**src/rtl/alu_decode_pipe.sv**
```systemverilog
// alu_decode_pipe: registered MIPS instruction -> ALU control decode stage.
// Instructions arrive on a valid/ready handshake. Each one is decoded
// combinationally and then captured into a two-entry buffer: an output
// register followed by a skid register. The skid register lets upstream run
// at full throughput without losing an instruction when execute stalls.
//
// Ports:
//   clk_i, rst_i            clock, asynchronous active-low reset
//   in_valid_i/in_ready_o   upstream handshake; ready = skid register empty
//   instr_i                 32-bit MIPS instruction
//   flush_i                 synchronous kill of all buffered entries
//   out_valid_o/out_ready_i execute-stage handshake
//   alu_ctrl_o .. illegal_o decoded controls of the entry at the head
//   illegal_cnt_o           saturating count of accepted illegal instructions
//
// state   | meaning
// --------+------------------------------------------------
// S_EMPTY | nothing buffered, out_valid_o = 0
// S_ONE   | output register full, skid register empty
// S_FULL  | both registers full, in_ready_o = 0
module alu_decode_pipe #(
   parameter int CNT_W = 8
) (
   input  logic             clk_i,
   input  logic             rst_i,
   input  logic             in_valid_i,
   output logic             in_ready_o,
   input  logic [31:0]      instr_i,
   input  logic             flush_i,
   output logic             out_valid_o,
   input  logic             out_ready_i,
   output logic [3:0]       alu_ctrl_o,
   output logic             alu_src_o,
   output logic             shamt_sel_o,
   output logic             reg_write_o,
   output logic             branch_o,
   output logic [1:0]       branch_type_o,
   output logic             illegal_o,
   output logic [CNT_W-1:0] illegal_cnt_o
);

   typedef struct packed {
      logic [3:0] ctrl;
      logic       alu_src;
      logic       shamt_sel;
      logic       reg_write;
      logic       branch;
      logic [1:0] btype;
      logic       illegal;
   } dec_t;

   typedef enum logic [1:0] {
      S_EMPTY = 2'd0,
      S_ONE   = 2'd1,
      S_FULL  = 2'd2
   } state_e;

   state_e           state_q, state_d;
   dec_t             dec;
   dec_t             out_q, out_d;
   dec_t             skid_q, skid_d;
   logic [CNT_W-1:0] cnt_q, cnt_d;
   logic             accept;
   logic             consume;
   logic [5:0]       opcode;
   logic [5:0]       funct;
   logic             instr_unused;

   assign opcode       = instr_i[31:26];
   assign funct        = instr_i[5:0];
   assign instr_unused = ^instr_i[25:6];

   assign accept  = in_valid_i & in_ready_o;
   assign consume = out_valid_o & out_ready_i;

   always_comb begin
      dec = '0;
      unique case (opcode)
         6'h00: begin
            dec.reg_write = 1'b1;
            unique case (funct)
               6'h20: dec.ctrl = 4'd2;
               6'h22: dec.ctrl = 4'd6;
               6'h24: dec.ctrl = 4'd0;
               6'h25: dec.ctrl = 4'd1;
               6'h2A: dec.ctrl = 4'd7;
               6'h27: dec.ctrl = 4'd12;
               6'h03: begin
                  dec.ctrl      = 4'd8;
                  dec.shamt_sel = 1'b1;
               end
               6'h07: dec.ctrl = 4'd8;
               default: begin
                  dec.reg_write = 1'b0;
                  dec.illegal   = 1'b1;
               end
            endcase
         end
         6'h08, 6'h23: begin
            dec.ctrl      = 4'd2;
            dec.alu_src   = 1'b1;
            dec.reg_write = 1'b1;
         end
         6'h0A: begin
            dec.ctrl      = 4'd7;
            dec.alu_src   = 1'b1;
            dec.reg_write = 1'b1;
         end
         6'h0F: begin
            dec.ctrl      = 4'd9;
            dec.alu_src   = 1'b1;
            dec.reg_write = 1'b1;
         end
         6'h2B: begin
            dec.ctrl    = 4'd2;
            dec.alu_src = 1'b1;
         end
         6'h04: begin
            dec.ctrl   = 4'd6;
            dec.branch = 1'b1;
         end
         6'h05: begin
            dec.ctrl   = 4'd6;
            dec.branch = 1'b1;
            dec.btype  = 2'd1;
         end
         6'h01: begin
            dec.ctrl   = 4'd7;
            dec.branch = 1'b1;
            dec.btype  = 2'd2;
         end
         default: dec.illegal = 1'b1;
      endcase
   end

   always_ff @(posedge clk_i or negedge rst_i) begin
      if (!rst_i) begin
         state_q <= S_EMPTY;
         out_q   <= '0;
         skid_q  <= '0;
         cnt_q   <= '0;
      end else begin
         state_q <= state_d;
         out_q   <= out_d;
         skid_q  <= skid_d;
         cnt_q   <= cnt_d;
      end
   end

   // Flush overrides the state but not the data registers: with the state
   // forced to S_EMPTY the stale data is never presented as valid.
   always_comb begin
      state_d = state_q;
      out_d   = out_q;
      skid_d  = skid_q;
      unique case (state_q)
         S_EMPTY: begin
            if (accept) begin
               state_d = S_ONE;
               out_d   = dec;
            end
         end
         S_ONE: begin
            if (consume && accept) begin
               out_d = dec;
            end else if (consume) begin
               state_d = S_EMPTY;
            end else if (accept) begin
               state_d = S_FULL;
               skid_d  = dec;
            end
         end
         S_FULL: begin
            if (consume) begin
               state_d = S_ONE;
               out_d   = skid_q;
            end
         end
         default: state_d = S_EMPTY;
      endcase
      if (flush_i) begin
         state_d = S_EMPTY;
      end
   end

   // Counts on accept even when the entry is later flushed.
   always_comb begin
      cnt_d = cnt_q;
      if (accept && dec.illegal && (cnt_q != '1)) begin
         cnt_d = cnt_q + CNT_W'(1);
      end
   end

   always_comb begin
      out_valid_o   = (state_q != S_EMPTY);
      in_ready_o    = (state_q != S_FULL);
      alu_ctrl_o    = out_q.ctrl;
      alu_src_o     = out_q.alu_src;
      shamt_sel_o   = out_q.shamt_sel;
      reg_write_o   = out_q.reg_write;
      branch_o      = out_q.branch;
      branch_type_o = out_q.btype;
      illegal_o     = out_q.illegal;
      illegal_cnt_o = cnt_q;
   end

endmodule

```
**config.mk**
```make
export PLATFORM = sky130hd
export DESIGN_NAME = alu_decode_pipe
export DESIGN_NICKNAME = d
export VERILOG_FILES = /design/src/rtl/alu_decode_pipe.sv
export SDC_FILE = /design/constraint.sdc
export NUM_CORES = 1
export LEC_CHECK = 0
export ABC_AREA = 1
export ABC_CLOCK_PERIOD_IN_PS = 1250
export BUFFER_PORTS_ARGS = -buffer_cell sky130_fd_sc_hd__buf_2
export CAP_MARGIN = 20
export CORE_MARGIN = 3
export CORE_UTILIZATION = 35
export CTS_CLUSTER_DIAMETER = 100
export DETAILED_ROUTE_END_ITERATION = 16
export REMOVE_ABC_BUFFERS = 1
export SLEW_MARGIN = 20
export SYNTH_ARGS = -nofsm -noshare
export SYNTH_HDL_FRONTEND = slang
export SYNTH_SLANG_ARGS = --single-unit
```
**constraint.sdc**
```tcl
create_clock -name clk_i -period 1.25 [get_ports clk_i]
set_input_delay 0.25 -clock clk_i [delete_from_list [all_inputs] [get_ports clk_i]]
set_output_delay 0.25 -clock clk_i [all_outputs]
set_load 0.1 [all_outputs]
```
; ---- Word-level counts from Yosys, hierarchy flattened
; Index checks and enable logic that the tools add are counted.
[totals]
regBits = 32
out_inout_bits = 21
[op_classes]
n_addsub = 1
eq_ne = 27
mux = 22
n_bitwise = 4
n_reduce_logical = 19
[ops]
columns = op, count
row1 = 6-bit equality test (second input constant), 8
row2 = 11-bit two-way mux, 3
row3 = 11-bit one-hot mux with 3 select lines, 1
row4 = 4-bit one-hot mux with 6 select lines, 1
row5 = 4-bit one-hot mux with 5 select lines, 1
row6 = 6-bit by 3-bit equality test with 1-bit output (second input constant), 3
row7 = 6-bit by 4-bit equality test with 1-bit output (second input constant), 3
row8 = 8-bit OR reduction, 2
row9 = 2-bit two-way mux, 6
row10 = 4-bit AND reduction, 3
row11 = 3-bit != test (second input constant), 3
row12 = 8-bit by 1-bit adder with 8-bit output (second input constant), 1
row13 = 2-bit != test (second input constant), 4
row14 = 8-bit != test (second input constant), 1
row15 = 6-bit by 1-bit equality test with 1-bit output (second input constant), 1
row16 = 6-bit by 2-bit equality test with 1-bit output (second input constant), 1
row17 = 6-bit zero test, 1
row18 = 1-bit two-way mux, 6
row19 = 2-bit one-hot mux with 3 select lines, 1
row20 = 2-bit OR reduction, 3
row21 = 3-bit OR reduction, 2
row22 = 5-bit OR reduction, 1
row23 = 4-bit != test (second input constant), 1
row24 = 1-bit one-hot mux with 2 select lines, 2
row25 = other kinds (10), 14

; ---- Depth between registers and ports, before layout
[depth]
depth_word = 7
depth_mapped = 10
depth_no_buf = 10

; ---- Worst setup path before layout
; OpenSTA, ideal clock, no wires.
[synth_path]
kind = flip-flop to flip-flop
from = register cnt_q[0], in the netlist illegal_cnt_o[0]
to = register cnt_q[6], in the netlist illegal_cnt_o[6]
setup_ns = 0.067
t_arrival_ns = 2.134
required_ns = 1.183
slack_ns = -0.951
stages_incl_launch_ff = 8
n_path_buf = 0
synth_period_minus_slack_ns = 2.201
cell_sequence = dfrtp_1 ha_1 nand3_1 nor2_1 a31oi_4 nand3_4 nand2_1 nand2_1
[synth_via]
elab_chain_len = 2
word_cells_on_any_way = 3
classes_between = add/sub: 1 / eq/ne: 1 / reduce/logical: 1
[synth_lines]
columns = element, line
row1 = start: declaration, 62  ; logic [CNT_W-1:0] cnt_q, cnt_d;
row2 = start signal: assignment, 146  ; cnt_q <= cnt_d;
row3 = branches (longest 2 deep; another with 8-bit by 1-bit adder with 8-bit output), n/a
; Parallel ways; which one is timed is not known.
; A chain may end at the register's enable or synchronous reset.

; ---- Worst setup path in the final report
[layout_path]
from = register state_q[0]
to = output port in_ready_o
[layout_via]
elab_chain_len = 1
[layout_lines]
columns = element, line
row1 = start: declaration, 58  ; state_e state_q, state_d;
row2 = start signal: assignment, 143  ; state_q <= state_d;
row3 = 2-bit != test, 196  ; in_ready_o = (state_q != S_FULL);
row4 = end: declaration, 27  ; output logic in_ready_o,
; No other way between the ends.

==> metrics <==
run status finished with violations; failing checks setup timing; Final WS setup -0.2523 ns; Crit. End Element primary output; Util after Layout between 60% and 70%; Slew Limit Headroom approximately 77%; Starting Density 36.70%; synth warn 0; max-capacitance violation count 0; Avg WL per Cell approximately 12 um; CTS root buf clkbuf_8; I/O pin total 58; mux share of post-synthesis cell area 0%; DR pass1 iterations 4; worst skew pair latency around 0.29 ns; # setup viols final 34; Hold WS between 0.2 and 0.3 ns; top sig layer met4; Synth cell types 27; area leader, netlist dfrtp_1; Post-Synth XOR/XNOR Area 2.769%; FF+latch count, synth 32; crit share post-route 120.2%; leak pwr 1.693 nW; WL met3 between 200 and 250 um; top-count cell post-synth nand2_1; Worst Skew ~0.0070 ns; routability cong. 0.8117; Hold Vio Cnt, Final 0; Tmin final 1.502 ns; initial drt markers 70; Slew @ Worst Pin approximately 0.34 ns; Routed Antenna Nets 0; IO buf count 37; H-tree levels 2; CORE AREA roughly 0.0052 mm^2; first-pass GRT wire length around 8600 um; Min-Delay Endpoint state_q[0]; Arrival @ worst endpoint ~1.3 ns; Die Area 0.006343 mm^2; maximum buffer depth of the clock tree 2; top-area cell type share of the netlist area between 40% and 50%; Pwr Density around 2100 mW/mm^2; worst reg2reg path depth 9; vias in the first global route approximately 1900; max-slew violations 0; post-synthesis cell count around 260; synth cell count leaders 71 x nand2_1, 36 x nor2_1, 32 x dfrtp_1; FMAX 0.6656 GHz; number of diodes 0; antenna violations before repair 0; chip width about 80 um; routed vias/inst 4.666; R2R setup slack -0.20 ns; largest family of logic cells by synthesized area simple AND/OR/NAND/NOR gates; Adder-Cell Fraction of Synth Area 0.6592%; unrepaired setup endpoints after global routing true; ys flop type dfrtp_1; worst min path class in2reg; min-delay src flush_i; grt ovf 0; mapped cell area ~0.0019 mm^2; CP Launch Point state_q[0]; layout cells sized above 1 42.09%; GRT Util Overall between 10% and 20%; top cells by area, synth dfrtp_1 42%, nand2_1 14%, nand3_1 7.1%; area grow syn2layout 72.97%; maximum VDD drop about 1.9 mV; Synth Area in Compound Gates 11.87%; Die H between 70 and 80 um; crit path kind reg2out; Reg-to-Reg End illegal_cnt_o[1]; CP startpoint kind flop; Req. time, crit path 1.00 ns; Mean Syn Cell Area just over 7 um^2; DP HPWL 3634 um; crit-path max FO 5; DRC 0; Rows 26; largest net degree at the start of global routing 21; Critical R2R Launch state_q[1]; clk sinks 32; Post-Synth Simple-Gate Area 35.53%; Routed met2 length around 2600 um; layout net count 410; met1 WL 2392 um; worst hold path depth 4; total CTS buffers 5; Vias about 2100; routed wire length 5241 um; share of flip-flops with an asynchronous set or reset 100.0%; EDFF count, synth 0; TritonCTS clock tree built; clock slew at reported path FFs 0.07 ns; sequential share of the synthesized area a little over two fifths
==> state kept, by name, summed over array words and instances, names as in the netlist <==
| name | cells |
|---|---|
| branch_o | 1 |
| shamt_sel_o | 1 |
| reg_write_o | 1 |
| alu_src_o | 1 |
| illegal_cnt_o | 8 |
| skid_q | 11 |
| alu_ctrl_o | 4 |
| illegal_o | 1 |
| state_q | 2 |
| branch_type_o | 2 |
==> what timing repair did <==
action,in CTS,in global routing
setup buffers,11,13
endpoints found under the hold margin,12,0
gates cloned,1,0
pin swaps,6,12
setup endpoints to repair,36,42
hold buffers,1,0
gates resized for setup,26,24
==> worst max path at each step <==
stage / end / slack (ns) / depth (start not counted)
2_1_floorplan: illegal_cnt_o[6] / -0.95 / 7
3_5_place_dp: illegal_cnt_o[3] / -0.20 / 9
3_3_place_gp: illegal_cnt_o[1] / -0.19 / 9
4_1_cts: in_ready_o / -0.23 / 5
6_report: in_ready_o / -0.25 / 4
5_1_grt: illegal_cnt_o[1] / -0.30 / 7
==> worst max-delay path, stage by stage, from the launching register on <==
cell and delay [ns]:
dfrtp_2 0.47, nor2_4 0.16, inv_4 0.05, buf_8 0.12, buf_12 0.15
==> power breakdown <==
part	total (mW)	internal (mW)	switching (mW)
logic	4.43	1.77	2.66
registers	1.64	1.36	0.282
clock network	0.831	0.439	0.392
==> per-stage QoR <==
step,TNS (ns),total power [mW],cells,worst slack (ns),cell area [um^2]
2_1_floorplan,-8.907,3.955,258,-0.9514,1881
3_3_place_gp,-3.830,5.494,409,-0.1905,2809
3_5_place_dp,-4.534,5.550,409,-0.2041,2809
4_1_cts,-4.672,6.632,430,-0.2294,3107
5_1_grt,-7.754,7.247,443,-0.2956,3283
6_report,-4.983,6.907,443,-0.2523,3283
==> metal layers <==
metal	global-route usage, %	vias up
met2	27.80	41
met3	3.386	7
met5	0	-
li1	-	1061
met1	23.04	958
met4	7.216	0
==> layout by cell type, fill, tap and decap left out, types with 6 or more instances in the layout <==
cell,instances
buf_4,50
nand2_1,65
dfrtp_1,30
buf_12,25
nand2_2,8
inv_1,22
nand3_1,24
o21ai_1,13
a21oi_1,12
buf_2,16
inv_2,6
nor2_1,33
clkbuf_8,6
buf_6,11
nor2_2,7
==> layout make-up <==
type                            instances  area [um^2]
Tap cell                               70        87.58
Multi-Input combinational cell        196         1040
Fill cell                             421         1889
Inverter                               30        117.6
Clock inverter                          2        10.01
Clock buffer                            6        82.58
Timing Repair inverter                  1        7.507
Sequential cell                        32        803.3
Timing Repair Buffer                  106         1135
==> logic make-up after synthesis <==
kind of cell | count (synthesis)
adders and majority gates | 1
AOI/OAI and AO/OA | 37
and+or+nand+nor | 152
DFF | 32
buffers and inverters | 33
xor gates and xnor gates | 6
(Power assumes the default switching activity.)
